<file path="config.mk">
export PLATFORM = sky130hd
export DESIGN_NAME = axilite_vmem_write_buffer
export DESIGN_NICKNAME = d
export VERILOG_FILES = /design/src/rtl/vga_pkg.sv /design/src/rtl/sync_fifo.sv /design/src/rtl/axilite_vmem_write_buffer.sv
export SDC_FILE = /design/constraint.sdc
export NUM_CORES = 1
export LEC_CHECK = 0
export ABC_AREA = 1
export CORE_UTILIZATION = 58
export CTS_CLUSTER_DIAMETER = 60
export CTS_CLUSTER_SIZE = 20
export DETAILED_ROUTE_END_ITERATION = 8
export PLACE_DENSITY_LB_ADDON = 0.3
export SYNTH_ARGS = -nofsm -noshare
export SYNTH_HDL_FRONTEND = slang
export SYNTH_SLANG_ARGS = --single-unit
</file>
<file path="constraint.sdc">
create_clock -name axi_clk -period 10.6 [get_ports axi_clk]
set_input_delay 2.12 -clock axi_clk [delete_from_list [all_inputs] [get_ports axi_clk]]
set_output_delay 2.12 -clock axi_clk [all_outputs]
set_load 0.01 [all_outputs]
</file>
<file path="src/rtl/vga_pkg.sv">
// Shared constants and types for the AXI4-Lite video-memory write buffer.
package vga_pkg;

  // Status word layout returned on every AXI read
  localparam int STAT_FULL_BIT  = 8;
  localparam int STAT_EMPTY_BIT = 9;
  localparam logic [15:0] STAT_ID = 16'h0B0F;

  localparam logic [1:0] AXI_RESP_OKAY = 2'b00;

  // The frame-buffer address space fits in 32 bits
  localparam int VMEM_ADDR_W = 32;

  // One queued pixel write
  typedef struct packed {
    logic [VMEM_ADDR_W-1:0] addr;
    logic [31:0]            data;
    logic [3:0]             strb;
  } vmem_wr_t;

endpackage

</file>
<file path="src/rtl/sync_fifo.sv">
// Single-clock FIFO with a ptr+1-bit level counter. Storage is not reset.
module sync_fifo #(
  parameter int WIDTH = 8,
  parameter int DEPTH = 4,
  localparam int PTR_W = $clog2(DEPTH)
) (
  input  logic             clk,
  input  logic             rst_n,
  input  logic             push,
  input  logic [WIDTH-1:0] din,
  input  logic             pop,
  output logic [WIDTH-1:0] dout,
  output logic             full,
  output logic             empty,
  output logic [PTR_W:0]   level
);

  logic [WIDTH-1:0] mem [DEPTH];
  logic [PTR_W-1:0] wr_ptr;
  logic [PTR_W-1:0] rd_ptr;
  logic [PTR_W:0]   count;
  logic             do_push;
  logic             do_pop;

  // Push is refused when full, pop when empty; full is the pre-pop count
  assign do_push = push & !full;
  assign do_pop  = pop & !empty;
  assign full    = (count == (PTR_W + 1)'(DEPTH));
  assign empty   = (count == '0);
  assign level   = count;
  assign dout    = mem[rd_ptr];

  // Storage write; contents after reset are don't-care
  always_ff @(posedge clk) begin
    if (do_push) mem[wr_ptr] <= din;
  end

  // Pointers wrap naturally because DEPTH is a power of two
  always_ff @(posedge clk or negedge rst_n) begin
    if (!rst_n) begin
      wr_ptr <= '0;
      rd_ptr <= '0;
      count  <= '0;
    end else begin
      if (do_push) wr_ptr <= wr_ptr + 1'b1;
      if (do_pop)  rd_ptr <= rd_ptr + 1'b1;
      if (do_push && !do_pop)      count <= count + 1'b1;
      else if (do_pop && !do_push) count <= count - 1'b1;
    end
  end

endmodule

</file>
<file path="src/rtl/axilite_vmem_write_buffer.sv">
// AXI4-Lite slave that pairs AW/W beats, queues them, and drains them as a
// valid/ready pixel-write stream. Reads return a queue status word.
//
// Handshakes: a transfer happens on any clock edge where valid and ready are
// both high; valid, once raised, holds its payload until that edge.
module axilite_vmem_write_buffer
  import vga_pkg::*;
#(
  parameter int ADDR_WIDTH  = 32,
  parameter int FIFO_DEPTH  = 4,
  parameter int LEVEL_WIDTH = 3
) (
  input  logic                  axi_clk,
  input  logic                  axi_resetn,
  input  logic [ADDR_WIDTH-1:0] axi_awaddr,
  input  logic                  axi_awvalid,
  output logic                  axi_awready,
  input  logic [31:0]           axi_wdata,
  input  logic [3:0]            axi_wstrb,
  input  logic                  axi_wvalid,
  output logic                  axi_wready,
  output logic [1:0]            axi_bresp,
  output logic                  axi_bvalid,
  input  logic                  axi_bready,
  input  logic [ADDR_WIDTH-1:0] axi_araddr,
  input  logic                  axi_arvalid,
  output logic                  axi_arready,
  output logic [31:0]           axi_rdata,
  output logic [1:0]            axi_rresp,
  output logic                  axi_rvalid,
  input  logic                  axi_rready,
  output logic                  wdata_en,
  output logic [ADDR_WIDTH-1:0] wdata_addr,
  output logic [31:0]           wdata,
  output logic [3:0]            wdata_byte_en,
  input  logic                  wdata_ready
);

  logic                   aw_full;
  logic                   w_full;
  logic [ADDR_WIDTH-1:0]  aw_addr_q;
  logic [31:0]            w_data_q;
  logic [3:0]             w_strb_q;
  logic                   aw_hs;
  logic                   w_hs;
  logic                   ar_hs;
  logic                   push;
  logic                   pop;
  vmem_wr_t               wr_in;
  vmem_wr_t               wr_head;
  logic                   fifo_full;
  logic                   fifo_empty;
  logic [LEVEL_WIDTH-1:0] fifo_level;
  logic [31:0]            status;
  logic                   unused_araddr;

  // Every address returns the same status word
  assign unused_araddr = ^axi_araddr;

  assign axi_awready = !aw_full;
  assign axi_wready  = !w_full;
  assign axi_arready = !axi_rvalid;
  assign axi_bresp   = AXI_RESP_OKAY;
  assign axi_rresp   = AXI_RESP_OKAY;

  assign aw_hs = axi_awvalid & !aw_full;
  assign w_hs  = axi_wvalid & !w_full;
  assign ar_hs = axi_arvalid & !axi_rvalid;

  // A beat arriving this cycle counts as held, so a same-cycle AW+W pair is
  // queued on the handshake edge itself.
  assign push = (aw_full | aw_hs) & (w_full | w_hs) & !fifo_full &
                (!axi_bvalid | axi_bready);
  assign pop  = wdata_en & wdata_ready;

  // Build the queue entry from holding registers or the live channel
  always_comb begin
    wr_in      = '0;
    wr_in.addr = VMEM_ADDR_W'(aw_full ? aw_addr_q : axi_awaddr) & ~VMEM_ADDR_W'(3);
    wr_in.data = w_full ? w_data_q : axi_wdata;
    wr_in.strb = w_full ? w_strb_q : axi_wstrb;
  end

  // Assemble the status word from the current queue state
  always_comb begin
    status                  = '0;
    status[LEVEL_WIDTH-1:0] = fifo_level;
    status[STAT_FULL_BIT]   = fifo_full;
    status[STAT_EMPTY_BIT]  = fifo_empty;
    status[31:16]           = STAT_ID;
  end

  // AW and W holding registers; a push empties both
  always_ff @(posedge axi_clk or negedge axi_resetn) begin
    if (!axi_resetn) begin
      aw_full   <= 1'b0;
      w_full    <= 1'b0;
      aw_addr_q <= '0;
      w_data_q  <= '0;
      w_strb_q  <= '0;
    end else if (push) begin
      aw_full <= 1'b0;
      w_full  <= 1'b0;
    end else begin
      if (aw_hs) begin
        aw_full   <= 1'b1;
        aw_addr_q <= axi_awaddr;
      end
      if (w_hs) begin
        w_full   <= 1'b1;
        w_data_q <= axi_wdata;
        w_strb_q <= axi_wstrb;
      end
    end
  end

  // Write response: one B per queued entry, held until accepted
  always_ff @(posedge axi_clk or negedge axi_resetn) begin
    if (!axi_resetn)     axi_bvalid <= 1'b0;
    else if (push)       axi_bvalid <= 1'b1;
    else if (axi_bready) axi_bvalid <= 1'b0;
  end

  // Read channel: latch status on AR, hold until R is accepted
  always_ff @(posedge axi_clk or negedge axi_resetn) begin
    if (!axi_resetn) begin
      axi_rvalid <= 1'b0;
      axi_rdata  <= '0;
    end else if (ar_hs) begin
      axi_rvalid <= 1'b1;
      axi_rdata  <= status;
    end else if (axi_rready) begin
      axi_rvalid <= 1'b0;
    end
  end

  sync_fifo #(
    .WIDTH ($bits(vmem_wr_t)),
    .DEPTH (FIFO_DEPTH)
  ) u_fifo (
    .clk   (axi_clk),
    .rst_n (axi_resetn),
    .push  (push),
    .din   (wr_in),
    .pop   (pop),
    .dout  (wr_head),
    .full  (fifo_full),
    .empty (fifo_empty),
    .level (fifo_level)
  );

  assign wdata_en      = !fifo_empty;
  assign wdata_addr    = ADDR_WIDTH'(wr_head.addr);
  assign wdata         = wr_head.data;
  assign wdata_byte_en = wr_head.strb;

endmodule

</file>
==> summary.md, run 1 <==
| Metric | Value |
|---|---|
| Status | `completed` |
| DIE AREA | `0.0250 mm^2` |
| Synth Area in XOR/XNOR | `0.247%` |
| Post-Syn Area | `0.0142 mm^2` |
| CTS tree | `done` |
| Sequential power share | `43.4%` |
| Sequential area share after synthesis | `70.7%` |
| Yosys cell types | `24` |
| Clock-pin slew on the worst setup and hold paths | `0.08 ns` |
| Simple-Gate Fraction of Synth Area | `15.7%` |
| Vias per inst | `5.58` |
| DR vias | `9508` |
| Final setup fails | `0` |
| Slew Viols, Final | `0` |
| Largest cells by area after synthesis | `edfxtp_1, dfrtp_1, nand2_1` |
| Clock Sinks | `347` |
| Leak | `0.00641 uW` |
| Min Clock Period, post-route | `5.52 ns` |
| First-pass DRT Iterations | `7` |
| DRT Wirelength | `31.4 mm` |
| Die Wd | `158 um` |
| Clock network power share | `16.9%` |
| VDD IR max | `226 uV` |
| CP startpoint kind | `flop` |
| Post-CTS Setup Repair Bufs | `0` |
| Port Buf Inserts | `157` |
| Clock Skews | `0.0138 ns` |
| Layout cells sized above 1 | `4.69%` |
| Worst-Margin Slew | `1.17 ns` |
| Filler cells | `1723` |
| Total Nets Final | `1482` |
| Setup tns final | `0 ns` |
| Post-CTS Hold Fix Bufs | `0` |
| Relative slew slack | `21.8%` |
| Period utilization | `52.1%` |
| Post-CTS Resized | `0` |
| Internal power | `3250 uW` |
| Worst Hold Slack | `0.474 ns` |
| Largest family of logic cells by synthesized area | `simple AND/OR/NAND/NOR gates` |
| Yosys warning total | `0` |
| CTS Buffer Depth | `3` |
| Max Fclk | `181 MHz` |
| Hold Vio Cnt, Final | `0` |
| Sw frac | `37.1%` |
| DRC | `0` |
| Initial DRC count | `787` |
| Avg Cell Area, Syn | `11.3 um^2` |
| RePlAce Congestion | `0.744` |
| WL/cell | `18.4 um` |
| Routed Antenna Nets | `0` |
| Largest net degree at the start of global routing | `117` |
| Yosys top cell area share | `56.0%` |
| CTS buffer count | `23` |
| Synthesis-stage register bit count | `347` |
| Area leader, netlist | `edfxtp_1` |
| Setup CP Type | `flop to output port` |
| Worst path required time | `8.48 ns` |
| Die Y-Extent | `158 um` |
| IO Pins | `218` |
| Adder-cell area share of the yosys netlist | `0.583%` |
| Tightest Hold Check Type | `flop to flop` |
| Switch Pwr | `1920 uW` |
| Global route total overflow | `0` |
| Mux cell area share after synthesis | `0%` |
| Compound-Gate Fraction of Synth Area | `7.86%` |
| RSZ-0062 raised after global routing | `no` |
| First-pass GRT wire length | `48.4 mm` |
| H-Tree Depth | `1` |
| CP Data Arrival Time | `3.40 ns` |
| Max Cap Viol | `0` |
| Logic pwr share | `39.7%` |
| CTS Root Cell | `clkbuf_16` |
| Total track usage | `25.6%` |
| Number of global-route vias before repair | `9385` |
| Initial Util | `59.8%` |
| Syn Inst Count | `1258` |
| Crit Path Max Fanout | `71` |
| Cell Rows | `56` |
| Core region area | `0.0237 mm^2` |
| Initial antenna violation count | `1` |
| Crit end category | `output port` |
| DPL Wire Length | `17.4 mm` |
| Area growth syn-to-layout | `16.2%` |
| Clk Latency, worst-skew pair | `0.54 ns` |
| Power Density | `314 mW/mm^2` |
-- synth_stat cells --
library cell and instances:
ha_1 5, nand2_2 1, nand3_1 69, clkbuf_1 40
inv_2 2, buf_2 21, buf_4 47, a21oi_1 2
nor2_2 3, fa_1 1, o22ai_1 66, edfxtp_1 264
xor2_1 3, inv_1 18, or2_2 1, conb_1 1
nand3_2 1, nand2_1 348, o21ai_0 138, buf_6 1
buf_1 1, dfrtp_1 83, xnor2_1 1, nor2_1 141
-- logic make-up after synthesis --
logic type | count (synthesis)
DFF | 347
xor gates and xnor gates | 4
other | 1
adders and majority gates | 6
and+or+nand+nor | 564
buffers and inverters | 130
AOI/OAI and AO/OA | 206
-- sequential cells by signal, summed over array words and instances (netlist names) --
name and flops:
axi_rvalid 1, aw_full 1, aw_addr_q 30, u_fifo.wr_ptr 2, u_fifo.mem 264, w_data_q 32
w_strb_q 4, w_full 1, u_fifo.level 3, axi_rdata 6, axi_bvalid 1, u_fifo.rd_ptr 2
-- per-layer routing --
layer	up-vias	GRT usage [%]	part of all wire, %	wire [um]
met2	410	46.1	51	16100
li1	4490	-	-	-
met4	0	7.55	2.2	691
met5	-	0	0	0
met3	44	3.18	7.6	2390
met1	4564	32.3	39	12300
-- cell usage in the layout, fill, tap and decap left out, types with 3 or more instances in the layout --
cell type and instances:
nand2_1 348, edfxtp_1 264, clkdlybuf4s50_1 156, o21ai_0 138, nor2_1 136, dfrtp_1 80
nand3_1 69, o22ai_1 66, conb_1 26, clkbuf_16 24, inv_1 16, buf_4 14
clkbuf_1 9, nor2_4 5, ha_1 5, clkinv_4 4, inv_2 3, nor2_2 3
xor2_1 3
-- critical path, cell delays in order (launching register included) --
cell             delay [ns]
dfrtp_4                0.58
inv_4                  0.49
buf_4                  0.69
o21ai_0                0.16
o22ai_1                0.32
clkdlybuf4s50_1        0.62
-- metrics by stage --
stage / instance area (um^2) / std cells / utilization (%) / setup slack [ns] / power (uW)
finish: 16500 / 1705 / 69.5 / 5.08 / 5170
detailed placement: 15800 / 1662 / 66.5 / 5.39 / 4320
global route: 16500 / 1704 / 69.5 / 4.95 / 5460
floorplan: 14300 / 1283 / - / 4.79 / 3450
global placement: 15800 / 1662 / 66.5 / 5.45 / 4240
CTS: 16500 / 1704 / 69.5 / 5.04 / 5190
-- power by group through the flow --
stage	logic, uW	clock network, uW	registers [uW]
3_3_place_gp	1990	0	2250
2_1_floorplan	1230	0	2220
4_1_cts	2070	884	2240
6_report	2050	875	2240
3_5_place_dp	2060	0	2270
5_1_grt	2250	931	2270
-- area by class of cell --
type	instances	area (um^2)	area share (%)
Clock buffer	33	634	3.85
Timing Repair Buffer	170	1670	10.1
Multi-Input combinational cell	806	3600	21.8
Inverter	20	77.6	0.471
Clock inverter	9	73.8	0.448
Antenna cell	1	2.50	0.0152
Tap cell	319	399	2.42
Sequential cell	347	10000	60.8
-- worst paths after layout --
path / from / endpoint / slack [ns] / cells past startpoint
max in group asynchronous: axi_resetn / u_fifo.rd_ptr[0] / 7.87 / 2
max reg2reg: w_full / aw_addr_q[16] / 7.14 / 7
min in group asynchronous: axi_resetn / aw_addr_q[9] / 1.62 / 1
min: w_data_q[20] / w_data_q[20] / 0.47 / 2
min reg2reg: w_data_q[20] / w_data_q[20] / 0.47 / 2
max: u_fifo.rd_ptr[0] / wdata_byte_en[1] / 5.08 / 5
Power figures use the tool's default switching activity.
==> inputs of run 2 (changes only) <==
--- a/config.mk
+++ b/config.mk
@@ -6,7 +6,7 @@
 export NUM_CORES = 1
 export LEC_CHECK = 0
 export ABC_AREA = 1
-export CORE_UTILIZATION = 58
+export CORE_UTILIZATION = 49
 export CTS_CLUSTER_DIAMETER = 60
 export CTS_CLUSTER_SIZE = 20
 export DETAILED_ROUTE_END_ITERATION = 8
==> constraint.sdc (replaced) <==
create_clock -name axi_clk -period 4.4 [get_ports axi_clk]
set_input_delay 0.88 -clock axi_clk [delete_from_list [all_inputs] [get_ports axi_clk]]
set_output_delay 0.88 -clock axi_clk [all_outputs]
set_load 0.01 [all_outputs]
==> summary.md, run 2 (same netlist as run 1, synthesis figures left out) <==
| Metric | Value |
|---|---|
| First-pass DRT Iterations | `5` |
| Area of the multi-input gates | `0.00360 mm^2` |
| Clk Latency, worst-skew pair | `0.55 ns` |
| Setup WS pre-CTS | `1.02 ns` |
| CP Data Arrival Time | `3.00 ns` |
| Power Density | `762 mW/mm^2` |
| H-Tree Depth | `1` |
| Number of global-route vias before repair | `9211` |
| Core region area | `0.0281 mm^2` |
| Clock-pin slew on the worst setup and hold paths | `0.08 ns` |
| Commonest cells after routing, fill and taps aside | `nand2_1, edfxtp_1, clkdlybuf4s50_1` |
| Initial Util | `50.4%` |
| Crit Path Max Fanout | `51` |
| Cell Rows | `61` |
| Sequential power share | `41.8%` |
| Post-CTS Hold Fix Bufs | `0` |
| CTS Root Cell | `clkbuf_16` |
| DIE AREA | `0.0296 mm^2` |
| DRC | `0` |
| Final setup fails | `0` |
| WL/cell | `18.1 um` |
| Total track usage | `22.0%` |
| Final Power | `12800 uW` |
| Initial antenna violation count | `0` |
| Layout cells sized above 1 | `5.79%` |
| Area growth syn-to-layout | `18.5%` |
| Max Fclk | `257 MHz` |
| Clock Sinks | `347` |
| IO Pins | `218` |
| Final worst setup slack | `0.516 ns` |
| Wire length on met3 | `1.72 mm` |
| Period utilization | `88.3%` |
| First-pass GRT wire length | `49.3 mm` |
| RePlAce Congestion | `0.716` |
| CTS buffer count | `26` |
| DRT Wirelength | `32.2 mm` |
| # diodes | `0` |
| Switch Pwr | `4740 uW` |
| Reg2reg setup slack | `1.56 ns` |
| Total Nets Final | `1493` |
| Worst Reg2Reg Path Length in Cells | `11` |
| Worst Hold Slack | `0.376 ns` |
| Clock network power share | `18.5%` |
| Setup tns final | `0 ns` |
| Global route total overflow | `0` |
| CTS tree | `done` |
| Max Cap Viol | `0` |
| Min Clock Period, post-route | `3.88 ns` |
| Reg with most FFs | `u_fifo.mem` |
| Clock Skews | `0.0200 ns` |
| DPL Wire Length | `17.9 mm` |
| Routed Antenna Nets | `0` |
| Status | `completed` |
| Relative slew slack | `24.4%` |
| Port Buf Inserts | `157` |
| Logic pwr share | `39.7%` |
| DR vias | `9467` |
| Reg-to-Reg End | `u_fifo.level[2]` |
| Crit end category | `output port` |
| Max reg flops | `264` |
| Worst path required time | `3.52 ns` |
| Register Area | `0.0100 mm^2` |
| DR top layer | `met4` |
| Filler cells | `2289` |
| Sw frac | `37.1%` |
| Top flop regs | `u_fifo.mem x264, w_data_q x32, aw_addr_q x30` |
| Met2 wire length | `16.4 mm` |
| Commonest non-fill, non-tap cell in the layout | `nand2_1` |
| DRT met1 WL | `13.3 mm` |
| Internal power | `8050 uW` |
| Die Wd | `172 um` |
| Post-CTS Setup Repair Bufs | `0` |
| Initial DRC count | `705` |
| CP startpoint kind | `flop` |
| Setup CP Type | `flop to output port` |
| Slew Viols, Final | `0` |
| Die Y-Extent | `172 um` |
| Largest net degree at the start of global routing | `67` |
| Vias per inst | `5.33` |
| CTS Buffer Depth | `3` |
| Leak | `0.00654 uW` |
| Hold Vio Cnt, Final | `0` |
| Reg2Reg Launch Point | `w_full` |
| Post-CTS Resized | `0` |
| Worst-Margin Slew | `1.13 ns` |
| Tightest Hold Check Type | `primary input to asynchronous set/reset pin` |
| VDD IR max | `467 uV` |
| RSZ-0062 raised after global routing | `no` |
==> run 2: metal layers <==
layer	track usage, %	up-vias
li1	-	4527
met1	27.5	4623
met2	39.8	273
met3	3.09	44
met4	6.12	0
met5	0	-
==> run 2: cell type report <==
class	count	share of cell area [%]
repair buffers	178	10.5
well taps	378	2.82
clock inverters	13	0.820
multi-input cells	806	21.4
inverters	20	0.462
clock buffers	35	4.27
flip-flops and latches	347	59.7
==> run 2: power groups by stage <==
stage	Sequential [uW]	Clock (uW)	Combinational, uW
2_1_floorplan	5350	0	2970
3_3_place_gp	5370	0	4990
3_5_place_dp	5410	0	5110
4_1_cts	5340	2410	5140
5_1_grt	5430	2520	5600
6_report	5340	2370	5080
==> run 2: worst max-delay path by stage <==
stage                             endpoint  slack, ns        startpoint  cells past startpoint
after floorplan           u_fifo.mem[0][0]      -0.17        axi_wvalid                      5
after global routing        wdata_addr[31]       0.36  u_fifo.rd_ptr[0]                      5
after CTS                         wdata[0]       0.46  u_fifo.rd_ptr[0]                      5
after detailed placement   u_fifo.level[2]       1.02       axi_awvalid                     11
after global placement     u_fifo.level[2]       1.04       axi_awvalid                     11
final                       wdata_addr[12]       0.52  u_fifo.rd_ptr[0]                      5
==> run 2: critical path: stages, from the launching register on <==
cell	delay, ns
dfrtp_4	0.65
inv_4	0.48
buf_4	0.35
o21ai_0	0.11
o22ai_1	0.27
clkdlybuf4s50_1	0.60
==> run 2: stage by stage <==
step,cell area [um^2],util (%),std cells
final,16800,59.7,1777
after floorplan,14300,-,1283
after detailed placement,15900,56.7,1729
after global routing,16800,59.7,1777
after global placement,15900,56.7,1729
after CTS,16800,59.7,1777
==> inputs of run 3 (changes only) <==
--- a/config.mk
+++ b/config.mk
@@ -6,7 +6,7 @@
 export NUM_CORES = 1
 export LEC_CHECK = 0
 export ABC_AREA = 1
-export CORE_UTILIZATION = 49
+export CORE_UTILIZATION = 31
 export CTS_CLUSTER_DIAMETER = 60
 export CTS_CLUSTER_SIZE = 20
 export DETAILED_ROUTE_END_ITERATION = 8
==> constraint.sdc (replaced) <==
create_clock -name axi_clk -period 3.1 [get_ports axi_clk]
set_input_delay 0.62 -clock axi_clk [delete_from_list [all_inputs] [get_ports axi_clk]]
set_output_delay 0.62 -clock axi_clk [all_outputs]
set_load 0.01 [all_outputs]
==> summary.md, run 3 (same netlist as run 1, synthesis figures left out) <==
| Metric | Value |
|---|---|
| DRC | `0` |
| Clock Skews | `0.0189 ns` |
| Max Fclk | `331 MHz` |
| Clock Sinks | `347` |
| Core region area | `0.0446 mm^2` |
| Max reg flops | `264` |
| CTS tree | `done` |
| WL/cell | `18.5 um` |
| Tightest Hold Check Type | `primary input to asynchronous set/reset pin` |
| Clk Latency, worst-skew pair | `0.58 ns` |
| Global route total overflow | `0` |
| Post-CTS Hold Fix Bufs | `0` |
| Reg2reg setup slack | `1.00 ns` |
| Reg2Reg Launch Point | `u_fifo.level[1]` |
| CP startpoint kind | `flop` |
| Vias per inst | `4.77` |
| Critical path origin | `u_fifo.rd_ptr[0]` |
| Reg-to-Reg End | `w_data_q[27]` |
| CTS buffer count | `29` |
| Relative slew slack | `58.7%` |
| Total Nets Final | `1508` |
| Worst Reg2Reg Path Length in Cells | `9` |
| Power Density | `1090 mW/mm^2` |
| Final setup fails | `0` |
| Die Wd | `216 um` |
| Largest net degree at the start of global routing | `58` |
| Crit-path cells | `inv_12 > buf_12 > o21ai_0 > o22ai_1 > clkdlybuf4s50_1` |
| Crit end category | `output port` |
| Final Power | `19300 uW` |
| Setup tns final | `0 ns` |
| Number of global-route vias before repair | `9394` |
| Initial DRC count | `601` |
| IO Pins | `218` |
| Initial antenna violation count | `4` |
| DRT Wirelength | `37.2 mm` |
| Total track usage | `15.9%` |
| Critical path's largest stage delay | `0.64 ns` |
| Die Y-Extent | `216 um` |
| Hold Vio Cnt, Final | `0` |
| CP Data Arrival Time | `2.40 ns` |
| Clock-pin slew on the worst setup and hold paths | `0.08 ns` |
| H-Tree Depth | `1` |
| Worst-Margin Slew | `0.619 ns` |
| CTS Root Cell | `clkbuf_16` |
| DPL Wire Length | `20.7 mm` |
| Max Cap Viol | `0` |
| Crit Path Max Fanout | `31` |
| Status | `completed` |
| Commonest non-fill, non-tap cell in the layout | `nand2_1` |
| Slew Viols, Final | `0` |
| Final non-filler cell total | `2010` |
| Area growth syn-to-layout | `24.8%` |
| Port Buf Inserts | `157` |
| Initial Util | `31.7%` |
| Period utilization | `97.4%` |
| Crit-path slowest cell | `clkdlybuf4s50_1` |
| DIE AREA | `0.0465 mm^2` |
| Worst Setup EP | `wdata_addr[30]` |
| Leak | `0.00710 uW` |
| CTS Buffer Depth | `3` |
| Min Clock Period, post-route | `3.02 ns` |
| Worst path required time | `2.48 ns` |
| DR vias | `9588` |
| Cell Rows | `77` |
| VDD IR max | `888 uV` |
| Worst Hold Slack | `0.0356 ns` |
| Placed Cells | `1952` |
| RePlAce Congestion | `0.720` |
| Top flop regs | `u_fifo.mem x264, w_data_q x32, aw_addr_q x30` |
| Reg with most FFs | `u_fifo.mem` |
| First-pass DRT Iterations | `5` |
| Setup CP Type | `flop to output port` |
| RSZ-0062 raised after global routing | `no` |
| Commonest cells after routing, fill and taps aside | `nand2_1, edfxtp_1, o21ai_0` |
| Routed Antenna Nets | `0` |
| First-pass GRT wire length | `56.8 mm` |
| Layout cells sized above 1 | `7.83%` |
run 3: changes by cell type in the layout (fill, tap and decap cells not counted), sizes merged, moves of 3 or more:
| cell | before | now |
|---|---|---|
| clkinv | 6 | 2 |
| dlymetal6s2s | 0 | 32 |
| clkbuf | 35 | 32 |
| bufinv | 0 | 3 |
| inv | 27 | 36 |
| buf | 22 | 33 |
| clkdlybuf4s50 | 156 | 118 |
| dlygate4sd2 | 0 | 6 |
run 3: metal layers:
layer  share of wire [%]  GRT usage [%]  vias to the layer above
li1                    -              -                     4556
met1                  44           21.0                     4670
met2                  48           26.6                      297
met3                 5.8           3.02                       59
met4                 2.6           4.54                        6
met5                0.11              0                        -
run 3: per-stage QoR:
stage | cell area (um^2) | utilization [%] | setup WS (ns)
6_report | 17700 | 39.6 | 0.0811
5_1_grt | 17700 | 39.6 | 0.00224
4_1_cts | 17600 | 39.4 | -0.0229
3_5_place_dp | 16400 | 36.8 | 0.204
3_3_place_gp | 16400 | 36.8 | 0.248
2_1_floorplan | 14300 | - | -0.111
run 3: cell type report:
type | instances | area [um^2]
Inverter | 20 | 87.6
Timing Repair inverter | 1 | 8.76
Antenna cell | 1 | 2.50
Multi-Input combinational cell | 806 | 3660
Tap cell | 592 | 741
Clock buffer | 32 | 737
Timing Repair Buffer | 189 | 2130
Sequential cell | 347 | 10000
Clock inverter | 22 | 292
Fill cell | 4265 | 26900
run 3: power breakdown:
part           switching (uW)  leakage (uW)  total, uW  internal (uW)
clock                    1890      0.000498       3980           2080
sequential                475       0.00345       7540           7060
combinational            4920       0.00315       7810           2890
run 3: how the worst min path moves through the flow:
stage | endpoint | from
6_report | aw_addr_q[16] | axi_resetn
5_1_grt | aw_addr_q[16] | axi_resetn
4_1_cts | aw_addr_q[16] | axi_resetn
3_5_place_dp | aw_addr_q[25] | aw_addr_q[25]
3_3_place_gp | aw_addr_q[23] | aw_addr_q[23]
2_1_floorplan | aw_addr_q[10] | axi_resetn
run 3: critical path, delay by kind of cell (launching register included):
| kind | cells | cell delay, ns |
|---|---|---|
| flip-flops | 1 | 0.60 |
| AO/OA/AOI/OAI | 2 | 0.21 |
| buffers and inverters | 3 | 0.99 |
run 3: timing repair:
item | CTS | global route
setup buffers | 1 | 0
gates resized for setup | 20 | 33
gates cloned | 2 | 0
pin swaps | 2 | 5
endpoints found under the setup margin | 58 | 32
